==> config.mk <==
export PLATFORM = sky130hd
export DESIGN_NAME = axi_burst_read_master
export DESIGN_NICKNAME = d
export VERILOG_FILES = /design/src/rtl/axi_pkg.sv /design/src/rtl/axi_sync_fifo.sv /design/src/rtl/axi_burst_read_master.sv
export SDC_FILE = /design/constraint.sdc
export NUM_CORES = 1
export LEC_CHECK = 0
export CAP_MARGIN = 10
export CORE_ASPECT_RATIO = 1.1
export CORE_MARGIN = 2
export CORE_UTILIZATION = 50
export CTS_CLUSTER_SIZE = 40
export DETAILED_ROUTE_END_ITERATION = 8
export PLACE_DENSITY = 0.73
export SETUP_SLACK_MARGIN = 0.1
export SYNTH_ARGS = -nofsm -noshare
export SYNTH_HDL_FRONTEND = slang
export SYNTH_HIERARCHICAL = 1
export SYNTH_SLANG_ARGS = --single-unit
==> constraint.sdc <==
create_clock -name aclk -period 4.9 [get_ports aclk]
set_clock_uncertainty 0.15 [all_clocks]
set_input_delay 0.98 -clock aclk [delete_from_list [all_inputs] [get_ports aclk]]
set_output_delay 0.98 -clock aclk [all_outputs]
set_load 0.01 [all_outputs]
==> src/rtl/axi_pkg.sv <==
// rtl/axi_pkg.sv - shared AXI encodings, read-master state enum and burst sizing helper
package axi_pkg;

    localparam logic [1:0] BURST_FIXED = 2'b00;
    localparam logic [1:0] BURST_INCR  = 2'b01;
    localparam logic [1:0] BURST_WRAP  = 2'b10;

    localparam logic [1:0] RESP_OKAY   = 2'b00;
    localparam logic [1:0] RESP_EXOKAY = 2'b01;
    localparam logic [1:0] RESP_SLVERR = 2'b10;
    localparam logic [1:0] RESP_DECERR = 2'b11;

    typedef enum logic [1:0] {
        RD_IDLE,
        RD_ADDR,
        RD_DATA,
        RD_FINISH
    } rd_state_e;

    // AxLEN for the next burst: min(remaining, max_beats) - 1; remaining must be non-zero.
    function automatic logic [7:0] arlen_for(input logic [15:0] remaining,
                                             input logic [15:0] max_beats);
        return (remaining > max_beats) ? 8'(max_beats - 16'd1) : 8'(remaining - 16'd1);
    endfunction

endpackage

==> src/rtl/axi_sync_fifo.sv <==
// rtl/axi_sync_fifo.sv - synchronous FIFO whose read data comes straight from the storage registers
module axi_sync_fifo #(
    parameter int DATA_WIDTH = 32,
    parameter int FIFO_DEPTH = 8
) (
    input  logic                  aclk,
    input  logic                  aresetn,
    input  logic                  wr_valid_i,
    input  logic [DATA_WIDTH-1:0] wr_data_i,
    output logic                  full_o,
    output logic [DATA_WIDTH-1:0] rd_data_o,
    output logic                  rd_valid_o,
    input  logic                  rd_ready_i
);

    localparam int PTR_W = $clog2(FIFO_DEPTH);
    localparam logic [PTR_W:0]   FULL_COUNT = (PTR_W+1)'(FIFO_DEPTH);
    localparam logic [PTR_W:0]   COUNT_ONE  = (PTR_W+1)'(1);
    localparam logic [PTR_W-1:0] PTR_ONE    = PTR_W'(1);

    logic [DATA_WIDTH-1:0] mem_q [FIFO_DEPTH];
    logic [PTR_W-1:0]      wr_ptr_q;
    logic [PTR_W-1:0]      rd_ptr_q;
    logic [PTR_W:0]        count_q;
    logic                  push;
    logic                  pop;

    assign full_o     = (count_q == FULL_COUNT);
    assign rd_valid_o = (count_q != '0);
    assign rd_data_o  = mem_q[rd_ptr_q];
    // A pop cannot make room for a same-cycle push: full blocks the write regardless.
    assign push       = wr_valid_i && !full_o;
    assign pop        = rd_ready_i && rd_valid_o;

    always_ff @(posedge aclk) begin
        if (!aresetn) begin
            wr_ptr_q <= '0;
            rd_ptr_q <= '0;
            count_q  <= '0;
        end else begin
            if (push) begin
                wr_ptr_q <= wr_ptr_q + PTR_ONE;
            end
            if (pop) begin
                rd_ptr_q <= rd_ptr_q + PTR_ONE;
            end
            if (push && !pop) begin
                count_q <= count_q + COUNT_ONE;
            end else if (pop && !push) begin
                count_q <= count_q - COUNT_ONE;
            end
        end
    end

    always_ff @(posedge aclk) begin
        if (push) begin
            mem_q[wr_ptr_q] <= wr_data_i;
        end
    end

endmodule

==> src/rtl/axi_burst_read_master.sv <==
// rtl/axi_burst_read_master.sv - splits a read command into INCR bursts and streams beats out via a FIFO
module axi_burst_read_master
    import axi_pkg::*;
#(
    parameter int DATA_WIDTH      = 32,
    parameter int ADDRESS_WIDTH   = 8,
    parameter int MAX_BURST_BEATS = 16,
    parameter int FIFO_DEPTH      = 8
) (
    input  logic                     aclk,
    input  logic                     aresetn,
    input  logic                     cmd_valid,
    output logic                     cmd_ready,
    input  logic [ADDRESS_WIDTH-1:0] cmd_addr,
    input  logic [15:0]              cmd_beats,
    input  logic [2:0]               cmd_size,
    output logic [ADDRESS_WIDTH-1:0] araddr,
    output logic [7:0]               arlen,
    output logic [2:0]               arsize,
    output logic [1:0]               arburst,
    output logic                     arvalid,
    input  logic                     arready,
    input  logic [DATA_WIDTH-1:0]    rdata,
    input  logic [1:0]               rresp,
    input  logic                     rlast,
    input  logic                     rvalid,
    output logic                     rready,
    output logic [DATA_WIDTH-1:0]    out_data,
    output logic                     out_valid,
    input  logic                     out_ready,
    output logic                     done,
    output logic [1:0]               err
);

    localparam logic [15:0] MAX_BEATS = 16'(MAX_BURST_BEATS);

    rd_state_e                state_q;
    logic [ADDRESS_WIDTH-1:0] araddr_q;
    logic [ADDRESS_WIDTH-1:0] next_addr_q;
    logic [7:0]               arlen_q;
    logic [2:0]               size_q;
    logic [15:0]              total_q;
    logic [8:0]               burst_q;
    logic                     arvalid_q;
    logic                     done_q;
    logic [1:0]               err_q;

    logic        cmd_fire;
    logic        ar_fire;
    logic        r_fire;
    logic        fifo_full;
    logic        beat_is_last;
    logic [15:0] total_dec;
    logic [8:0]  ar_beats;
    logic [15:0] burst_bytes;

    assign cmd_ready    = (state_q == RD_IDLE);
    assign cmd_fire     = cmd_valid && cmd_ready;
    assign ar_fire      = arvalid_q && arready;
    assign rready       = (state_q == RD_DATA) && !fifo_full;
    assign r_fire       = rvalid && rready;
    assign beat_is_last = (burst_q == 9'd1);
    assign total_dec    = total_q - 16'd1;
    assign ar_beats     = {1'b0, arlen_q} + 9'd1;
    assign burst_bytes  = {7'd0, ar_beats} << size_q;

    assign araddr  = araddr_q;
    assign arlen   = arlen_q;
    assign arsize  = size_q;
    assign arburst = BURST_INCR;
    assign arvalid = arvalid_q;
    assign done    = done_q;
    assign err     = err_q;

    always_ff @(posedge aclk) begin
        if (!aresetn) begin
            state_q     <= RD_IDLE;
            araddr_q    <= '0;
            next_addr_q <= '0;
            arlen_q     <= '0;
            size_q      <= '0;
            total_q     <= '0;
            burst_q     <= '0;
            arvalid_q   <= 1'b0;
            done_q      <= 1'b0;
            err_q       <= '0;
        end else begin
            done_q <= 1'b0;
            case (state_q)
                RD_IDLE: begin
                    if (cmd_fire) begin
                        err_q    <= '0;
                        size_q   <= cmd_size;
                        total_q  <= cmd_beats;
                        araddr_q <= cmd_addr;
                        arlen_q  <= arlen_for(cmd_beats, MAX_BEATS);
                        if (cmd_beats == 16'd0) begin
                            state_q <= RD_FINISH;
                            done_q  <= 1'b1;
                        end else begin
                            state_q   <= RD_ADDR;
                            arvalid_q <= 1'b1;
                        end
                    end
                end
                RD_ADDR: begin
                    // Next burst start is fixed now so the last beat can re-issue without arithmetic.
                    if (ar_fire) begin
                        arvalid_q   <= 1'b0;
                        burst_q     <= ar_beats;
                        next_addr_q <= araddr_q + ADDRESS_WIDTH'(burst_bytes);
                        state_q     <= RD_DATA;
                    end
                end
                RD_DATA: begin
                    if (r_fire) begin
                        total_q <= total_dec;
                        burst_q <= burst_q - 9'd1;
                        if (rresp != RESP_OKAY) begin
                            err_q[0] <= 1'b1;
                        end
                        if (rlast != beat_is_last) begin
                            err_q[1] <= 1'b1;
                        end
                        if (beat_is_last) begin
                            if (total_dec != 16'd0) begin
                                state_q   <= RD_ADDR;
                                arvalid_q <= 1'b1;
                                araddr_q  <= next_addr_q;
                                arlen_q   <= arlen_for(total_dec, MAX_BEATS);
                            end else begin
                                state_q <= RD_FINISH;
                                done_q  <= 1'b1;
                            end
                        end
                    end
                end
                RD_FINISH: begin
                    state_q <= RD_IDLE;
                end
                default: begin
                    state_q <= RD_IDLE;
                end
            endcase
        end
    end

    axi_sync_fifo #(
        .DATA_WIDTH(DATA_WIDTH),
        .FIFO_DEPTH(FIFO_DEPTH)
    ) u_fifo (
        .aclk      (aclk),
        .aresetn   (aresetn),
        .wr_valid_i(r_fire),
        .wr_data_i (rdata),
        .full_o    (fifo_full),
        .rd_data_o (out_data),
        .rd_valid_o(out_valid),
        .rd_ready_i(out_ready)
    );

endmodule

==> results.sh <==
export IMPL_worstPathMaxFanout=54
export IMPL_hold_path_cell_count=2
export IMPL_clock_root_buffer="sky130_fd_sc_hd__clkbuf_16"
export IMPL_place_hpwl_mm=19.2
export IMPL_grt_start_max_net_pins=55
export IMPL_final_antenna_violating_net_count=0
export IMPL_grt_antenna_before_repair=1
export IMPL_core_area_um2=29300
export IMPL_drt_pass1_iterations=5
export IMPL_synth_seq_cells=327
export IMPL_timing_final_crit_share_pct=80.6
export IMPL_rsz0062_at_grt="false"
export IMPL_max_slew_margin_pct=34.2
export IMPL_rr_endpoint="next_addr_q[7]"
export IMPL_critPathRequiredTime_ns=3.77
export IMPL_gp_congestion=0.867
export IMPL_route_detailed_wl_per_inst_um=20.2
export IMPL_whs_endpoint="err[0]"
export IMPL_total_power_mw=8.59
export IMPL_cts_repair_resize_count=0
export IMPL_synth_sequential_area_ratio_pct=61.6
export IMPL_syn_avg_cell_area_um2=14.5
export IMPL_timing_reg2reg_worst_path_depth=14
export IMPL_max_slew_worst_pin_slew_ns=0.987
export IMPL_core_rowCount=66
export IMPL_drv_slew=0
export IMPL_cts_buffers=34
export IMPL_gr_usage_all_layers_pct=20.1
export IMPL_layout_drive_gt1_share_pct=14.5
export IMPL_floorplan_die_width_um=168
export IMPL_cts_sinks=327
export IMPL_area_growth_syn_to_layout_pct=18.2
export IMPL_holdCritPathClass="flip-flop to flip-flop"
export IMPL_cts_root_to_sink_buffers=3
export IMPL_period_minus_slack_ns=3.95
export IMPL_grt_ovfl_total=0
export IMPL_final_setup_tns_ns=0
export IMPL_io_buffer_count=125
export IMPL_setup_violations_final=0
export IMPL_yosys_cell_types_count=81
export IMPL_post_synth_inst_count=1020
export IMPL_grt_first_pass_wirelength_mm=48.8
export IMPL_synth_net_count=1111
export IMPL_drt_total_wl_mm=31.0
export IMPL_dr_first_iter_drc_count=726
export IMPL_p_leak_nw=5.89
export IMPL_layout_cells_most_common="sky130_fd_sc_hd__edfxtp_1"
export IMPL_worst_ep_arrival_time_ns=2.82
export IMPL_tritoncts_clock_tree="built"
export IMPL_ys_warnings_count=6
export IMPL_drc=0
export IMPL_fmax_ghz=0.253
export IMPL_worst_r2r_startpoint="arlen[0]"
export IMPL_die_h_um=184
export IMPL_vdd_ir_drop_worst_uv=336
export IMPL_hp_start="err[0]"
export IMPL_ys_async_sr_fraction_pct=0
export IMPL_total_of_max_cap_violations=0
export IMPL_die_area_um2=30900
export IMPL_total_of_hold_buffers_inserted_after_clock_tree_synthesis=0
export IMPL_worst_setup_hold_path_clk_slew_ns=0.06
export IMPL_synth_cell_area_um2=14800
export IMPL_post_route_util_pct=59.6
export IMPL_worst_setup_path_type="flip-flop to output port"
export IMPL_endpoint_kind="output port"
export IMPL_ys_flop_type="sky130_fd_sc_hd__edfxtp_1"
export IMPL_fin_nets=1228
export IMPL_routed_via_count=9029
export IMPL_post_cts_buffers=0
export IMPL_clk_latency_ns=0.51
export IMPL_final_cell_mix="256 x sky130_fd_sc_hd__edfxtp_1, 125 x sky130_fd_sc_hd__clkdlybuf4s50_1, 70 x sky130_fd_sc_hd__nor2_1, 68 x sky130_fd_sc_hd__dfxtp_1, 66 x sky130_fd_sc_hd__nand2_1"
export IMPL_final_hold_viol_count=0
export IMPL_power_density_cell_area_nw_per_um2=491
export IMPL_run_status="finished clean"
export IMPL_vias_per_cell=5.88
export IMPL_cts_htree_levels=2
export IMPL_number_of_flops_mapped_to_enable_cells_by_yosys=256
export IMPL_vias_in_the_first_global_route=8998
export IMPL_worst_r2r_setup_slack_ns=1.53
export IMPL_io_pin_count=128
export IMPL_n_fill_cell=2193
export IMPL_start_util_pct=50.4
export IMPL_critical_path_startpoint_type="flip-flop"
[worst max path at each step]
stage,startpoint,endpoint,slack (ns),cells past startpoint
2_1_floorplan,rvalid,u_fifo/mem_q[4][0],0.65,6
3_3_place_gp,rvalid,u_fifo/mem_q[7][10],1.38,8
3_5_place_dp,rvalid,u_fifo/mem_q[7][12],1.25,8
4_1_cts,flip-flop,out_data[1],0.91,4
5_1_grt,flip-flop,out_data[1],0.84,4
6_report,flip-flop,out_data[2],0.95,4
[routing by layer]
metal | track usage (%) | wire, um | part of all wire (%) | vias up
met5 | 0 | 0 | 0 | -
met4 | 5.04 | 565 | 1.8 | 0
met3 | 4.08 | 1800 | 5.8 | 43
met2 | 35.7 | 15700 | 50 | 266
met1 | 25.4 | 13000 | 42 | 4513
li1 | - | - | - | 4207
[sequential cells by signal, summed over array words and instances, names as in the netlist, named ones only]
signal           cells
araddr               8
arlen                8
arsize               3
arvalid              1
burst_q              9
done                 1
err                  2
next_addr_q          8
state_q              2
total_q             16
u_fifo/count_q       4
u_fifo/mem_q       256
u_fifo/rd_ptr_q      3
u_fifo/wr_ptr_q      3
[cell families (layout without fill, tap and decap cells)]
group | Yosys count | after routing | share of synthesized area [%]
adder cells (fa/ha/maj) | 23 | 23 | 2.05
multiplexers | 116 | 116 | 14.6
AO/OA/AOI/OAI | 183 | 183 | 8.44
buffers and inverters | 86 | 226 | 2.79
XOR/XNOR | 30 | 30 | 1.87
flip-flops | 327 | 327 | 61.6
other | 2 | 3 | 0.0508
AND/OR/NAND/NOR | 253 | 253 | 8.59
[synth_stat cells, types with 6 or more instances]
cell                       count  area share (%)
sky130_fd_sc_hd__nand2b_1     11            0.47
sky130_fd_sc_hd__inv_1        24            0.61
sky130_fd_sc_hd__nand2_1      66             1.7
sky130_fd_sc_hd__nor4_1        8            0.34
sky130_fd_sc_hd__a211oi_1      8            0.41
sky130_fd_sc_hd__buf_6         9            0.69
sky130_fd_sc_hd__nor2b_1      14            0.59
sky130_fd_sc_hd__a21oi_1      52             1.8
sky130_fd_sc_hd__mux2i_1      19             1.3
sky130_fd_sc_hd__xnor2_1      20             1.2
sky130_fd_sc_hd__mux4_2       24             3.7
sky130_fd_sc_hd__nor2_1       73             1.9
sky130_fd_sc_hd__nand3_1      21            0.71
sky130_fd_sc_hd__o21ai_0      43             1.5
sky130_fd_sc_hd__ha_1         21             1.8
sky130_fd_sc_hd__a31oi_1       6            0.25
sky130_fd_sc_hd__xor2_1        9            0.53
sky130_fd_sc_hd__mux2_2       33             2.5
sky130_fd_sc_hd__mux4_1       40             7.1
sky130_fd_sc_hd__a22oi_1       6            0.30
sky130_fd_sc_hd__dfxtp_1      71             9.6
sky130_fd_sc_hd__nor3_1       17            0.58
sky130_fd_sc_hd__edfxtp_1    256              52
sky130_fd_sc_hd__buf_2        11            0.37
sky130_fd_sc_hd__o22ai_1       7            0.30
sky130_fd_sc_hd__a211oi_2      8            0.68
sky130_fd_sc_hd__clkbuf_1     36            0.91
sky130_fd_sc_hd__and2_1       10            0.42
[cell type report]
type | count | area [um2] | area share (%)
tap | 374 | 468 | 2.68
sequential | 327 | 9110 | 52.2
inverter | 25 | 93.8 | 0.537
antenna | 1 | 2.50 | 0.0143
clock inverter | 19 | 183 | 1.05
clock buffer | 40 | 883 | 5.06
timing repair buffer | 142 | 1400 | 8.04
multi-input combinational | 607 | 5320 | 30.5
[power by group]
group	switching, mW	internal (mW)	leakage (nW)
Sequential	0.258	3.17	2.89
Combinational	1.31	1.38	2.50
Clock	1.05	1.41	0.512
Total	2.62	5.96	5.89
[stage by stage]
step | setup WS [ns] | cell area, um2 | cells | hold slack (ns)
3_5_place_dp | 1.25 | 16400 | 1475 | 0.299
4_1_cts | 0.913 | 17500 | 1534 | 0.308
5_1_grt | 0.843 | 17500 | 1534 | 0.320
3_3_place_gp | 1.38 | 16400 | 1475 | 0.285
6_report | 0.950 | 17500 | 1535 | 0.299
2_1_floorplan | 0.646 | 14800 | 1020 | 0.282
[worst max-delay path, cell delays in order, from the launching register on]
cell                              delay, ns
sky130_fd_sc_hd__dfxtp_4               0.48
sky130_fd_sc_hd__buf_12                0.40
sky130_fd_sc_hd__mux4_1                0.64
sky130_fd_sc_hd__mux2_2                0.28
sky130_fd_sc_hd__clkdlybuf4s50_1       0.49
Note: power is estimated with default switching activity, not from simulation.
